File: config.mk
export PLATFORM = sky130hd
export DESIGN_NAME = hazard_ctrl
export DESIGN_NICKNAME = d
export VERILOG_FILES = /design/src/rtl/hazard_ctrl_pkg.sv /design/src/rtl/hazard_ctrl_sat_counter.sv /design/src/rtl/hazard_ctrl.sv
export SDC_FILE = /design/constraint.sdc
export NUM_CORES = 1
export LEC_CHECK = 0
export BUFFER_PORTS_ARGS = -buffer_cell sky130_fd_sc_hd__buf_2
export CORE_AREA = 5 5 111 87
export CTS_CLUSTER_DIAMETER = 100
export DETAILED_ROUTE_END_ITERATION = 10
export DIE_AREA = 0 0 116 92
export MAX_ROUTING_LAYER = met4
export PLACE_DENSITY = 0.74
export SLEW_MARGIN = 40
export SYNTH_ARGS = -nofsm -noshare
export SYNTH_HDL_FRONTEND = slang
export SYNTH_SLANG_ARGS = --single-unit
File: constraint.sdc
create_clock -name i_clk -period 5.46 [get_ports i_clk]
set_clock_uncertainty 0.1 [all_clocks]
set_input_delay 0 -clock i_clk [delete_from_list [all_inputs] [get_ports i_clk]]
set_output_delay 0 -clock i_clk [all_outputs]
set_load 0.01 [all_outputs]
File: src/rtl/hazard_ctrl_pkg.sv
// Shared definitions for the pipeline hazard sequencer.
//   hz_state_t : sequencer mode (run / mul-div busy / wrong-path flush)
//   MD_CNT_W   : width of the mul/div cycle counter (covers MD_LAT up to 255)
//   REG_ZERO   : register number of the hard-wired zero register
package hazard_ctrl_pkg;

    typedef enum logic [1:0] {
        HZ_RUN     = 2'd0,
        HZ_MD_BUSY = 2'd1,
        HZ_FLUSH   = 2'd2
    } hz_state_t;

    localparam int unsigned MD_CNT_W = 8;
    localparam logic [31:0] REG_ZERO = 32'd0;

endpackage

File: src/rtl/hazard_ctrl_sat_counter.sv
// Saturating up-counter for performance statistics.
//   i_clk, i_rst : clock, synchronous active-high reset
//   i_inc        : add one this cycle
//   o_cnt        : current count, holds at all-ones
module sat_counter #(
    parameter int unsigned CNT_W = 32
) (
    input  logic             i_clk,
    input  logic             i_rst,
    input  logic             i_inc,
    output logic [CNT_W-1:0] o_cnt
);

    always_ff @(posedge i_clk) begin
        if (i_rst) begin
            o_cnt <= '0;
        end else if (i_inc && (o_cnt != '1)) begin
            o_cnt <= o_cnt + CNT_W'(1);
        end
    end

endmodule

File: src/rtl/hazard_ctrl.sv
// Front-end pipeline sequencer: load-use bubble insertion, wrong-path flush on
// redirect, mul/div stall sequencing, and saturating stall/flush counters.
//   inputs  : decode operand info (i_dec_*), exec-stage info (i_exec_*)
//   outputs : o_stall_fetch, o_stall_dec, o_bubble_exec, o_flush (combinational
//             from inputs + state), o_md_busy, o_md_done, o_stall_cnt, o_flush_cnt
module hazard_ctrl
    import hazard_ctrl_pkg::*;
#(
    parameter int unsigned REG_W     = 6,
    parameter int unsigned MD_LAT    = 33,
    parameter int unsigned FLUSH_CYC = 2,
    parameter int unsigned CNT_W     = 32
) (
    input  logic             i_clk,
    input  logic             i_rst,
    input  logic             i_dec_valid,
    input  logic [REG_W-1:0] i_dec_rs1,
    input  logic [REG_W-1:0] i_dec_rs2,
    input  logic             i_dec_use_rs1,
    input  logic             i_dec_use_rs2,
    input  logic [REG_W-1:0] i_exec_rd,
    input  logic             i_exec_mem_r,
    input  logic             i_exec_wb,
    input  logic             i_exec_redirect,
    input  logic             i_exec_md,
    output logic             o_stall_fetch,
    output logic             o_stall_dec,
    output logic             o_bubble_exec,
    output logic             o_flush,
    output logic             o_md_busy,
    output logic             o_md_done,
    output logic [CNT_W-1:0] o_stall_cnt,
    output logic [CNT_W-1:0] o_flush_cnt
);

    localparam int unsigned FC_W = $clog2(FLUSH_CYC + 1);

    hz_state_t           state_q, state_d;
    logic [MD_CNT_W-1:0] md_cnt, md_cnt_d;
    logic [FC_W-1:0]     flush_cnt_q, flush_cnt_d;
    logic                rst_q;
    logic                load_use;
    logic                flush_evt;

    // Load in exec whose destination is read by decode; x0 never conflicts
    assign load_use = i_dec_valid & i_exec_mem_r & i_exec_wb &
                      (i_exec_rd != REG_W'(REG_ZERO)) &
                      ((i_dec_use_rs1 & (i_dec_rs1 == i_exec_rd)) |
                       (i_dec_use_rs2 & (i_dec_rs2 == i_exec_rd)));

    // State register; rst_q keeps outputs quiet for the cycle after reset
    always_ff @(posedge i_clk) begin
        if (i_rst) begin
            state_q     <= HZ_RUN;
            md_cnt      <= '0;
            flush_cnt_q <= '0;
            rst_q       <= 1'b1;
        end else begin
            state_q     <= state_d;
            md_cnt      <= md_cnt_d;
            flush_cnt_q <= flush_cnt_d;
            rst_q       <= 1'b0;
        end
    end

    // Next-state and output decode
    always_comb begin
        state_d       = state_q;
        md_cnt_d      = md_cnt;
        flush_cnt_d   = flush_cnt_q;
        o_stall_fetch = 1'b0;
        o_stall_dec   = 1'b0;
        o_bubble_exec = 1'b0;
        o_flush       = 1'b0;
        o_md_busy     = 1'b0;
        o_md_done     = 1'b0;
        flush_evt     = 1'b0;

        if (!i_rst && !rst_q) begin
            case (state_q)
                HZ_RUN: begin
                    // Redirect wins: any stalled decode instruction is wrong path
                    if (i_exec_redirect) begin
                        o_flush   = 1'b1;
                        flush_evt = 1'b1;
                        if (FLUSH_CYC > 1) begin
                            state_d     = HZ_FLUSH;
                            flush_cnt_d = FC_W'(FLUSH_CYC - 1);
                        end
                    end else if (i_exec_md) begin
                        o_stall_fetch = 1'b1;
                        o_stall_dec   = 1'b1;
                        o_md_busy     = 1'b1;
                        md_cnt_d      = MD_CNT_W'(MD_LAT - 1);
                        state_d       = HZ_MD_BUSY;
                    end else if (load_use) begin
                        o_stall_fetch = 1'b1;
                        o_stall_dec   = 1'b1;
                        o_bubble_exec = 1'b1;
                    end
                end

                HZ_MD_BUSY: begin
                    o_stall_fetch = 1'b1;
                    o_stall_dec   = 1'b1;
                    o_md_busy     = 1'b1;
                    md_cnt_d      = md_cnt - MD_CNT_W'(1);
                    if (md_cnt == MD_CNT_W'(1)) begin
                        o_md_done = 1'b1;
                        state_d   = HZ_RUN;
                    end
                end

                HZ_FLUSH: begin
                    if (i_exec_redirect) begin
                        o_flush     = 1'b1;
                        flush_evt   = 1'b1;
                        flush_cnt_d = FC_W'(FLUSH_CYC - 1);
                    end else if (flush_cnt_q != '0) begin
                        o_flush     = 1'b1;
                        flush_cnt_d = flush_cnt_q - FC_W'(1);
                        if (flush_cnt_q == FC_W'(1)) begin
                            state_d = HZ_RUN;
                        end
                    end else begin
                        state_d = HZ_RUN;
                    end
                end

                default: state_d = HZ_RUN;
            endcase
        end
    end

    sat_counter #(.CNT_W(CNT_W)) u_stall_cnt (
        .i_clk (i_clk),
        .i_rst (i_rst),
        .i_inc (o_stall_fetch),
        .o_cnt (o_stall_cnt)
    );

    sat_counter #(.CNT_W(CNT_W)) u_flush_cnt (
        .i_clk (i_clk),
        .i_rst (i_rst),
        .i_inc (flush_evt),
        .o_cnt (o_flush_cnt)
    );

endmodule

# Yosys cells after proc, flatten, opt, wreduce, memory -nomap -nowiden
# Cells that the tools add are included.
# word_totals
reg_bits	77
output_inout_bits	70
wordCells	85
# classes
add_sub_neg	4
eq_ne	16
n_mux	38
n_bitwise	7
n_reduce_logical	14
# ops
operator	n
$add A32 B1 Y32 const B	2
$ne A32 B32 Y1 const B	2
$mux W1	21
$mux W2	9
$mux W8	2
$pmux W8 S2	1
$eq A6 B6 Y1	2
$ne A2 B2 Y1 const B	5
$ne A3 B3 Y1 const B	3
$eq A8 B1 Y1 const B	1
$reduce_and A4 Y1	2
$sub A8 B1 Y8 const B	1
$and A1 B1 Y1	6
$pmux W1 S2	3
$pmux W2 S3	1
$reduce_bool A2 Y1	3
$reduce_bool A6 Y1	1
$reduce_and A5 Y1	1
$eq A2 B1 Y1 const B	2
$pmux W2 S2	1
$logic_and A1 B1 Y1	3
$eq A2 B2 Y1 const B	1
$logic_not A1 Y1	2
$logic_not A2 Y1	1
3 further kinds	3

# Longest topological paths before layout
# Gate-level depths: netlist of the first run.
# logic_depth
depth_word	10
ltp_mapped	9

# By module
# From an unflattened synthesis of the first run, not the netlist that was laid out.
# hier_totals
hier_cells	493
area_unflattened_um2	4177.8
# modules_own_cells
module	n_inst	cells_per_inst	area_each_um2
sat_counter at u_flush_cnt	1	199	1674.1
sat_counter at u_stall_cnt	1	187	1606.5
hazard_ctrl	1	107	897.1

# Worst setup path after synthesis of the first run
# Ideal clock, no wire load.
# synth_path
path_type	flip-flop to flip-flop
startpoint	register u_stall_cnt.o_cnt[0]
endpoint	register u_stall_cnt.o_cnt[26]
setup_time_ps	123
arrival_time_ps	1912
required_time_ps	5237
slack_ps	3325
path_stages_with_launch	8
n_path_buf	0
synth_period_minus_slack_ps	2135
path_cell_list	dfxtp_1 ha_1 nand3_1 nor4_4 nand3_1 nand4b_1 a21oi_1 mux2_1
# synth_between
elab_chain_cells	2
# synth_lines
element	line	rtl
start: declaration	hazard_ctrl_sat_counter.sv:11	output logic [CNT_W-1:0] o_cnt
start signal: assignment	hazard_ctrl_sat_counter.sv:18	o_cnt <= o_cnt + CNT_W'(1);
branches (longest 2 deep; another with $add A32 B1 Y32)	--	
# Several ways; the timed one is not identified.
# A chain may end at the register's enable or synchronous reset.

# Worst setup path in the final report of the first run
# layout_path
startpoint	register u_flush_cnt.o_cnt[25]
endpoint	register u_flush_cnt.o_cnt[15]
# layout_between
elab_chain_cells	2
# layout_lines
element	line	rtl
start: declaration	hazard_ctrl_sat_counter.sv:11	
start signal: assignment	hazard_ctrl_sat_counter.sv:18	
$ne A32 B32 Y1	hazard_ctrl_sat_counter.sv:17	end else if (i_inc && (o_cnt != '1)) begin
$logic_and A1 B1 Y1	hazard_ctrl_sat_counter.sv:17	
# Every way passes these cells.

==> results of run 1 <==
Yosys cell counts (all sizes together), types with 3 or more instances:
master / n / area, um2
xor2: 8 / 70.07
o31ai: 4 / 30.03
o41ai: 4 / 35.03
nor4: 10 / 77.57
buf: 13 / 71.32
and4: 7 / 61.31
nand3: 34 / 180.2
nand2: 33 / 126.4
dfxtp: 77 / 1541
o21ai: 13 / 65.06
o311ai: 3 / 26.28
inv: 19 / 71.32
nand4b: 3 / 26.28
nor2: 68 / 255.2
or2: 4 / 25.03
nor2b: 5 / 31.28
and3: 9 / 56.30
nand4: 14 / 106.4
or4: 6 / 45.04
a21o: 4 / 30.03
nor4b: 3 / 38.79
clkbuf: 7 / 26.28
ha: 6 / 75.07
mux2i: 4 / 40.04
a21oi: 37 / 188.9
nor3: 19 / 111.4
xnor2: 41 / 359.1
mux2: 5 / 56.30
or3: 10 / 62.56
path summary, 6_finish.rpt:
check / startpoint / to / depth (start not counted)
worst max register to register: u_flush_cnt.o_cnt[25]$_SDFFE_PP0P_ / u_flush_cnt.o_cnt[15]$_SDFFE_PP0P_ / 7
worst min-delay path: i_exec_md / u_stall_cnt.o_cnt[24]$_SDFFE_PP0P_ / 6
worst min register to register: u_stall_cnt.o_cnt[12]$_SDFFE_PP0P_ / u_stall_cnt.o_cnt[12]$_SDFFE_PP0P_ / 2
worst max-delay path: u_flush_cnt.o_cnt[25]$_SDFFE_PP0P_ / u_flush_cnt.o_cnt[15]$_SDFFE_PP0P_ / 7
power groups by stage:
stage | logic [mW] | clock network [mW] | registers, mW
3_5_place_dp | 0.0714 | 0 | 0.587
5_1_grt | 0.0810 | 0.648 | 0.576
6_report | 0.0724 | 0.606 | 0.575
3_3_place_gp | 0.0689 | 0 | 0.587
2_1_floorplan | 0.0479 | 0 | 0.585
4_1_cts | 0.0729 | 0.617 | 0.575
stage by stage:
stage / worst slack [ns] / cell area (um2) / total power, mW
after floorplan: 3.325 / 4081 / 0.6334
after global placement: 2.971 / 4614 / 0.6558
after detailed placement: 2.855 / 4623 / 0.6585
after CTS: 2.849 / 4945 / 1.265
after global routing: 2.656 / 4945 / 1.305
final: 2.826 / 4945 / 1.253
registers in the layout, indices dropped and copies added (netlist names):
register           flops
u_flush_cnt.o_cnt     32
u_stall_cnt.o_cnt     32
md_cnt                 8
flush_cnt_q            2
state_q                2
rst_q                  1
area by class of cell:
class,instances,area [um2]
multi-input cells,377,2372
inverters,21,78.83
clock inverters,6,62.56
fillers,773,3401
repair buffers,100,515.5
flip-flops and latches,77,1541
clock buffers,10,239.0
well taps,108,135.1
worst max-delay path: stages, from the launching register on:
cell	delay [ns]
dfxtp_1	0.42
and4_1	0.27
nand3_1	0.20
nor3_1	0.71
buf_4	0.29
a21oi_1	0.14
a311oi_1	0.32
a41o_1	0.13
metal layers:
metal  GRT usage  wire (um)  vias to the layer above
li1            -          -                     1947
met1      0.2535       4622                     1818
met2      0.3170       4814                      115
met3     0.06184        700                       11
met4     0.03865         85                        0
met5           -          0                        -
timing repair:
item	4_1_cts	5_1_grt
gates resized for setup	0	0
hold endpoints to repair	2	0
hold buffers	2	0
endpoints found under the setup margin	0	0
cells by family (layout without fill, tap and decap cells):
group                    count (synthesis)  after routing
XOR/XNOR                                49             49
buffers and inverters                   41            137
adder cells (fa/ha/maj)                  6              6
AO/OA/AOI/OAI                           79             79
AND/OR/NAND/NOR                        234            234
flip-flops                              77             77
multiplexers                             9              9
==> flow_metrics.py, run 1 <==
metrics = {
    "routing": {
        "vias_per_cell": 5.567,
        "first_iter_violations": 259,
        "ant_nets": 0,
        "route.detailed.drc": 0,
        "num_vias": 3891,
        "drt_wl_total_um": 10220,
        "first_pass_iters": 5,
        "routedWlPerCell_um": 14.62,
    },
    "synthesis": {
        "async_flop_share": 0,
        "synthMuxAreaShare": 0.02361,
        "avgSynthCellArea_um2": 8.245,
        "ys.flop_type": "dfxtp_1",
        "syn_inst": 495,
        "synth-adder-area-share": 0.01839,
        "ys_warn_count": 0,
        "synthSimpleGateAreaFrac": 0.3121,
        "synth_compound_area_frac": 0.1199,
        "syn_nets": 528,
        "synth_xor_area_frac": 0.1052,
        "synth_edf_count": 0,
        "ys_types": 61,
        "ys_seq_area_frac": 0.3777,
        "synth_top_family_by_area": "simple AND/OR/NAND/NOR gates",
        "synth_seq_cells": 77,
        "netlist_area_mm2": 0.004081,
    },
    "global_routing": {
        "antenna_found_initial": 0,
        "grt_max_degree": 48,
        "groute.usage.overall": 0.2000,
        "grt_pass1_wl_um": 17100,
        "grt_pass1_vias": 3670,
        "grt_overflow": 0,
    },
    "power": {
        "netSwitchingFraction": 0.2322,
        "seq_power_share": 0.459,
        "internal-power_mw": 0.9623,
        "share_comb_of_total_power": 0.058,
        "pwr_density_cell_mw_per_mm2": 253.5,
        "power_frac_clock": 0.484,
        "ir_drop_mv": 0.2101,
        "leakagePower_nw": 1.957,
        "power.net_switching_mw": 0.2910,
    },
    "die": {
        "die_w_um": 116,
        "core.rowCount": 29,
        "die_height_um": 92,
        "initial_core_util": 0.4891,
        "core-area_mm2": 0.008346,
        "die_area_mm2": 0.01067,
        "io_pins": 97,
    },
    "final_layout": {
        "n_antenna_cell": 0,
        "drive_gt1_frac": 0.2200,
        "fin_cells": 699,
        "mostFrequentLayoutCells": "buf_2 (96), dfxtp_1 (77), nor2_1 (68)",
        "utilization": 0.5925,
        "final_common_cell": "buf_2",
        "syn_to_final_growth_pct": 21.15,
        "finalNetCount": 619,
    },
    "sta": {
        "hold_viol": 0,
        "drv_slew": 0,
        "slew_headroom": 0.4741,
        "worst_pin_slew_ns": 0.7829,
        "rsz0062_at_grt": "false",
        "min_period_ns": 2.634,
        "whs_ns": 0.2218,
        "finalSetupViolCount": 0,
        "fmax_ghz": 0.3796,
        "setup_tns_ns": 0,
        "finalCritPeriodShare": 0.4825,
    },
    "clocking": {
        "htree_levels": 3,
        "clockRootBuffer": "clkbuf_16",
        "clkSinkCount": 77,
        "cts_tree": "built",
        "clockBufferDepth": 2,
        "clkSlewWorstSetupHoldPaths_ns": 0.06,
        "numCtsBuffers": 9,
        "clk_latency_ns": 0.34,
        "post_cts_buffers": 0,
    },
    "place": {
        "finalWeightedCongestion": 0.8333,
        "hpwl_um": 7406,
        "dp.cells": 681,
        "port_buffers": 96,
    },
    "flow_run": {
        "cap_viol_max_count": 0,
    },
    "status": {
        "status": "finished clean",
    },
    "critical_path": {
        "rrSetupSlack_ns": 2.83,
        "crit_fanout": 8,
        "criticalPathCategory": "reg2reg",
        "worstSetupEndpointType": "register",
        "crit_arrival_ns": 2.82,
        "start_kind": "register",
        "worst_ep_required_time_ns": 5.64,
    },
    "min_path": {
        "min_path_type": "in2reg",
    },
}
Note: power is estimated with default switching activity, not from simulation.
==> run 2, diff against run 1 <==
Settings changed: CORE_AREA 5 5 111 87 to 5 5 112 88, DIE_AREA 0 0 116 92 to 0 0 117 93, PLACE_DENSITY 0.74 to 0.75.
Clock period 5.46 ns to 2.41 ns, I/O delays scaled along.
==> run 2 against run 1 <==
  * Count of clock-buffer cells in the layout grew 2
  * First-iteration DRC count shrank 7.7%
  * Maximum frequency increased by 14%
  * Critical path depth shrank 1
==> flow_metrics.py, run 2 (synthesis gave the netlist of run 1 again) <==
metrics = {
    "power": {
        "leakagePower_nw": 2.037,
        "ir_drop_mv": 0.7416,
        "pwr_density_cell_mw_per_mm2": 590.4,
    },
    "routing": {
        "routedWlPerCell_um": 14.50,
        "ant_nets": 0,
        "first_pass_iters": 7,
        "drt_wl_total_um": 10410,
        "vias_per_cell": 5.501,
        "num_vias": 3950,
        "first_iter_violations": 239,
        "route.detailed.drc": 0,
    },
    "global_routing": {
        "grt_max_degree": 57,
        "grt_overflow": 0,
        "groute.usage.overall": 0.1934,
        "antenna_found_initial": 0,
        "grt_pass1_wl_um": 16860,
        "grt_pass1_vias": 3694,
    },
    "sta": {
        "finalSetupViolCount": 0,
        "drv_slew": 0,
        "worst_pin_slew_ns": 0.6176,
        "slew_headroom": 0.5883,
        "min_period_ns": 2.303,
        "fmax_ghz": 0.4343,
        "setup_tns_ns": 0,
        "hold_viol": 0,
        "whs_ns": 0.02497,
        "finalCritPeriodShare": 0.9554,
    },
    "clocking": {
        "cts_tree": "built",
        "clkSlewWorstSetupHoldPaths_ns": 0.06,
        "clockBufferDepth": 2,
        "clkSinkCount": 77,
        "htree_levels": 3,
        "numCtsBuffers": 9,
        "clockRootBuffer": "clkbuf_16",
        "clk_latency_ns": 0.33,
    },
    "die": {
        "die_area_mm2": 0.01088,
        "core.rowCount": 30,
        "initial_core_util": 0.4687,
        "die_height_um": 93,
        "die_w_um": 117,
        "io_pins": 97,
        "core-area_mm2": 0.008708,
    },
    "place": {
        "port_buffers": 96,
        "dp.cells": 699,
        "finalWeightedCongestion": 0.8763,
        "hpwl_um": 7628,
    },
    "critical_path": {
        "criticalPathCategory": "reg2reg",
        "worst_ep_required_time_ns": 2.53,
        "start_kind": "register",
        "worstSetupEndpointType": "register",
        "r2r-start": "u_stall_cnt.o_cnt[14]$_SDFFE_PP0P_",
        "crit_fanout": 7,
        "rr_worst_depth": 6,
        "worstSetupStartpoint": "u_stall_cnt.o_cnt[14]$_SDFFE_PP0P_",
        "crit_arrival_ns": 2.42,
    },
    "min_path": {
        "min_path_cells": 3,
        "min_path_type": "in2reg",
        "min_from": "i_rst",
    },
    "final_layout": {
        "final_common_cell": "buf_2",
        "utilization": 0.5869,
        "mostFrequentLayoutCells": "buf_2 (96), dfxtp_1 (75), nor2_1 (68)",
        "drive_gt1_frac": 0.2475,
        "top_regs": "u_flush_cnt.o_cnt: 32 flops, u_stall_cnt.o_cnt: 32 flops, md_cnt: 8 flops",
        "nFillCells": 777,
        "fin_cells": 718,
        "n_antenna_cell": 0,
        "finalNetCount": 634,
        "syn_to_final_growth_pct": 25.23,
    },
    "status": {
        "status": "finished clean",
    },
    "flow_run": {
        "cap_viol_max_count": 0,
    },
}
-- run 2: cell types whose count changed in the layout (fill, tap and decap cells not counted), sizes merged --
| cell | before | now |
|---|---|---|
| clkbuf | 10 | 12 |
| bufinv | 1 | 3 |
| clkinvlp | 3 | 0 |
| dlygate4sd3 | 2 | 1 |
| buf | 98 | 114 |
| clkinv | 4 | 3 |
-- run 2: timing repair --
action | CTS | global route
hold buffers | 1 | 0
resized for setup | 0 | 7
endpoints found under the setup margin | 0 | 3
endpoints found under the hold margin | 1 | 0
buffers inserted | 0 | 2
-- run 2: through the flow --
stage	power (mW)	worst slack (ns)	instance area, um2
CTS	3.050	0.1180	5076
finish	3.018	0.1074	5111
global placement	1.492	0.1485	4725
detailed placement	1.497	0.1366	4725
floorplan	1.435	0.2749	4081
global route	3.124	-0.03774	5111
-- run 2: per-layer routing --
layer / GRT usage / wire, um / up-vias
met5: - / 0 / -
met4: 0.03343 / 70 / 0
met3: 0.06145 / 814 / 8
met2: 0.3120 / 4813 / 141
met1: 0.2418 / 4712 / 1826
li1: - / - / 1975
-- run 2: final timing paths --
| kind | slack (ns) | to |
|---|---|---|
| min | 0.02 | state_q[0]$_SDFFE_PP0P_ |
| max reg2reg | 0.11 | u_stall_cnt.o_cnt[27]$_SDFFE_PP0P_ |
| max | 0.11 | u_stall_cnt.o_cnt[27]$_SDFFE_PP0P_ |
| min reg2reg | 0.39 | flush_cnt_q[1]$_SDFFE_PP0P_ |
-- run 2: layout make-up --
class	count	area (um2)	share of cell area
inverters	21	78.83	0.01542
clock inverters	4	95.09	0.01860
clock buffers	12	246.5	0.04823
well taps	112	140.1	0.02742
flip-flops and latches	77	1546	0.3026
repair buffers	115	625.6	0.1224
multi-input cells	377	2379	0.4654
-- run 2: power by group --
group          internal (mW)  leakage [nW]  switching (mW)  total (mW)
clock network           1.04         0.167           0.508        1.55
logic                 0.0702          1.25          0.0995       0.170
registers               1.29         0.623          0.0161        1.30
total                   2.39          2.04           0.623        3.02
-- run 2: critical path: stages, from the launching register on --
cell,delay (ns)
dfxtp_1,0.41
nand4_2,0.19
nor3_4,0.30
nand2_2,0.11
or2_0,0.37
nor4_1,0.33
mux2_1,0.37
==> run 3, diff against run 2 <==
Settings changed: CORE_AREA 5 5 112 88 to 5 5 70 136, CTS_CLUSTER_DIAMETER 100 to default, DIE_AREA 0 0 117 93 to 0 0 75 141, PLACE_DENSITY 0.75 to 0.74.
Clock period 2.41 ns to 2.63 ns, I/O delays scaled along.
==> run 3 against run 2 <==
  * Flip-flop and latch count did not move
  * Hold slack improved by 0.17 ns
  * Design area fell by 1.7%
  * Register-to-register slack improved by 0.17 ns
  * Combinational power fell by 11%
  * Via count fell by 3.4%
  * Global-route usage rose by 0.89 points
  * Die area fell by 2.8%
  * Total power fell by 10%
  * Final cell count fell by 2.5%
==> flow_metrics.py, run 3 (synthesis gave the netlist of run 1 again) <==
metrics = {
    "die": {
        "core.rowCount": 48,
        "initial_core_util": 0.4820,
        "die_height_um": 141,
        "core-area_mm2": 0.008468,
        "io_pins": 97,
        "die_area_mm2": 0.01058,
        "die_w_um": 75,
    },
    "clocking": {
        "clkSlewWorstSetupHoldPaths_ns": 0.06,
        "numCtsBuffers": 9,
        "post_cts_buffers": 0,
        "htree_levels": 3,
        "clk_latency_ns": 0.34,
        "ctsResizeCount": 0,
        "clkSinkCount": 77,
        "cts_tree": "built",
        "clockRootBuffer": "clkbuf_16",
        "clockBufferDepth": 2,
    },
    "final_layout": {
        "finalNetCount": 628,
        "mostFrequentLayoutCells": "buf_2 (96), dfxtp_1 (77), nor2_1 (68)",
        "top_regs": "u_flush_cnt.o_cnt: 32 flops, u_stall_cnt.o_cnt: 32 flops, md_cnt: 8 flops",
        "fin_cells": 700,
        "n_antenna_cell": 0,
        "multi_input_area_mm2": 0.002364,
        "final_common_cell": "buf_2",
        "layout.area.seq_mm2": 0.001541,
        "syn_to_final_growth_pct": 23.11,
        "nFillCells": 767,
        "drive_gt1_frac": 0.2317,
    },
    "sta": {
        "drv_slew": 0,
        "slew_headroom": 0.5151,
        "rsz0062_at_grt": "false",
        "finalCritPeriodShare": 0.8933,
        "hold_viol": 0,
        "min_period_ns": 2.349,
        "setup_tns_ns": 0,
        "finalSetupViolCount": 0,
        "fmax_ghz": 0.4256,
        "worst_pin_slew_ns": 0.7273,
    },
    "critical_path": {
        "slowest_delay_ns": 0.42,
        "cp_cell_sequence": "ha_1 -> nand3_1 -> nor4_4 -> nand3_1 -> nand4b_1 -> a21oi_1 -> mux2_1",
        "criticalPathCategory": "reg2reg",
        "crit_fanout": 6,
        "worst_ep_required_time_ns": 2.75,
        "crit_slowest_cell": "dfxtp_1",
        "crit_arrival_ns": 2.47,
        "cp_common_cell": "nand3_1",
        "worstSetupEndpointType": "register",
        "start_kind": "register",
    },
    "global_routing": {
        "grt_pass1_vias": 3703,
        "groute.usage.overall": 0.2023,
        "grt_pass1_wl_um": 16740,
        "antenna_found_initial": 0,
        "grt_overflow": 0,
        "grt_max_degree": 72,
    },
    "status": {
        "status": "finished clean",
    },
    "power": {
        "total_power_mw": 2.709,
        "ir_drop_mv": 0.4022,
        "leakagePower_nw": 2.001,
        "pwr_density_cell_mw_per_mm2": 539.1,
    },
    "routing": {
        "vias_per_cell": 5.453,
        "routedWlPerCell_um": 14.35,
        "ant_nets": 0,
        "num_vias": 3817,
        "first_pass_iters": 4,
        "drt_wl_total_um": 10040,
        "route.detailed.drc": 0,
        "first_iter_violations": 219,
    },
    "place": {
        "hpwl_um": 7322,
        "port_buffers": 96,
        "dp.cells": 682,
        "finalWeightedCongestion": 0.8319,
    },
    "flow_run": {
        "cap_viol_max_count": 0,
    },
    "min_path": {
        "min_path_type": "in2reg",
    },
}
==> run 3: path summary, 6_finish.rpt <==
check	start	endpoint	slack, ns	cells after the start
worst max-delay path	u_stall_cnt.o_cnt[0]$_SDFFE_PP0P_	u_stall_cnt.o_cnt[26]$_SDFFE_PP0P_	0.28	7
worst min-delay path	i_exec_md	u_stall_cnt.o_cnt[24]$_SDFFE_PP0P_	0.19	6
worst max register to register	u_stall_cnt.o_cnt[0]$_SDFFE_PP0P_	u_stall_cnt.o_cnt[26]$_SDFFE_PP0P_	0.28	7
worst min register to register	flush_cnt_q[1]$_SDFFE_PP0P_	flush_cnt_q[1]$_SDFFE_PP0P_	0.39	2
==> run 3: repair_timing <==
| action | CTS | global route |
|---|---|---|
| hold buffers | 2 | 0 |
| setup endpoints to repair | 0 | 0 |
| hold endpoints to repair | 2 | 0 |
==> run 3: per-stage QoR <==
stage	hold slack (ns)	instance area (um2)	utilization	worst slack, ns
after floorplan	-0.07228	4081	-	0.4949
after global routing	0.2491	5025	0.5934	0.05444
after CTS	0.1781	5025	0.5934	0.2657
final	0.1948	5025	0.5934	0.2806
after detailed placement	0.1506	4672	0.5517	0.2950
after global placement	0.1482	4672	0.5517	0.3445
==> run 3: layer usage <==
| metal | routed length (um) | track usage | up-vias |
|---|---|---|---|
| met5 | 0 | - | - |
| met1 | 4660 | 0.2572 | 1758 |
| li1 | - | - | 1962 |
| met3 | 560 | 0.03926 | 12 |
| met2 | 4698 | 0.3201 | 85 |
| met4 | 125 | 0.06004 | 0 |
==> run 3: where the power goes <==
part	switching [mW]	leakage (nW)	internal [mW]	total, mW
Sequential	0.0142	0.621	1.18	1.19
Combinational	0.0881	1.22	0.0633	0.151
Clock	0.501	0.159	0.863	1.36
Total	0.603	2.00	2.11	2.71
==> run 3: critical path: cells and delay by family, from the launching register on <==
kind	cells	cell delay, ns
simple gates	4	0.96
mux	1	0.33
flops	1	0.42
fa+ha+maj	1	0.22
compound gates	1	0.22
==> run 3: cell type report <==
| cell class | count | area share |
|---|---|---|
| clock buffers | 10 | 0.04756 |
| clock inverters | 6 | 0.01868 |
| inverters | 21 | 0.01569 |
| multi-input cells | 377 | 0.4704 |
| flip-flops and latches | 77 | 0.3068 |
| well taps | 100 | 0.02490 |
| repair buffers | 109 | 0.1160 |
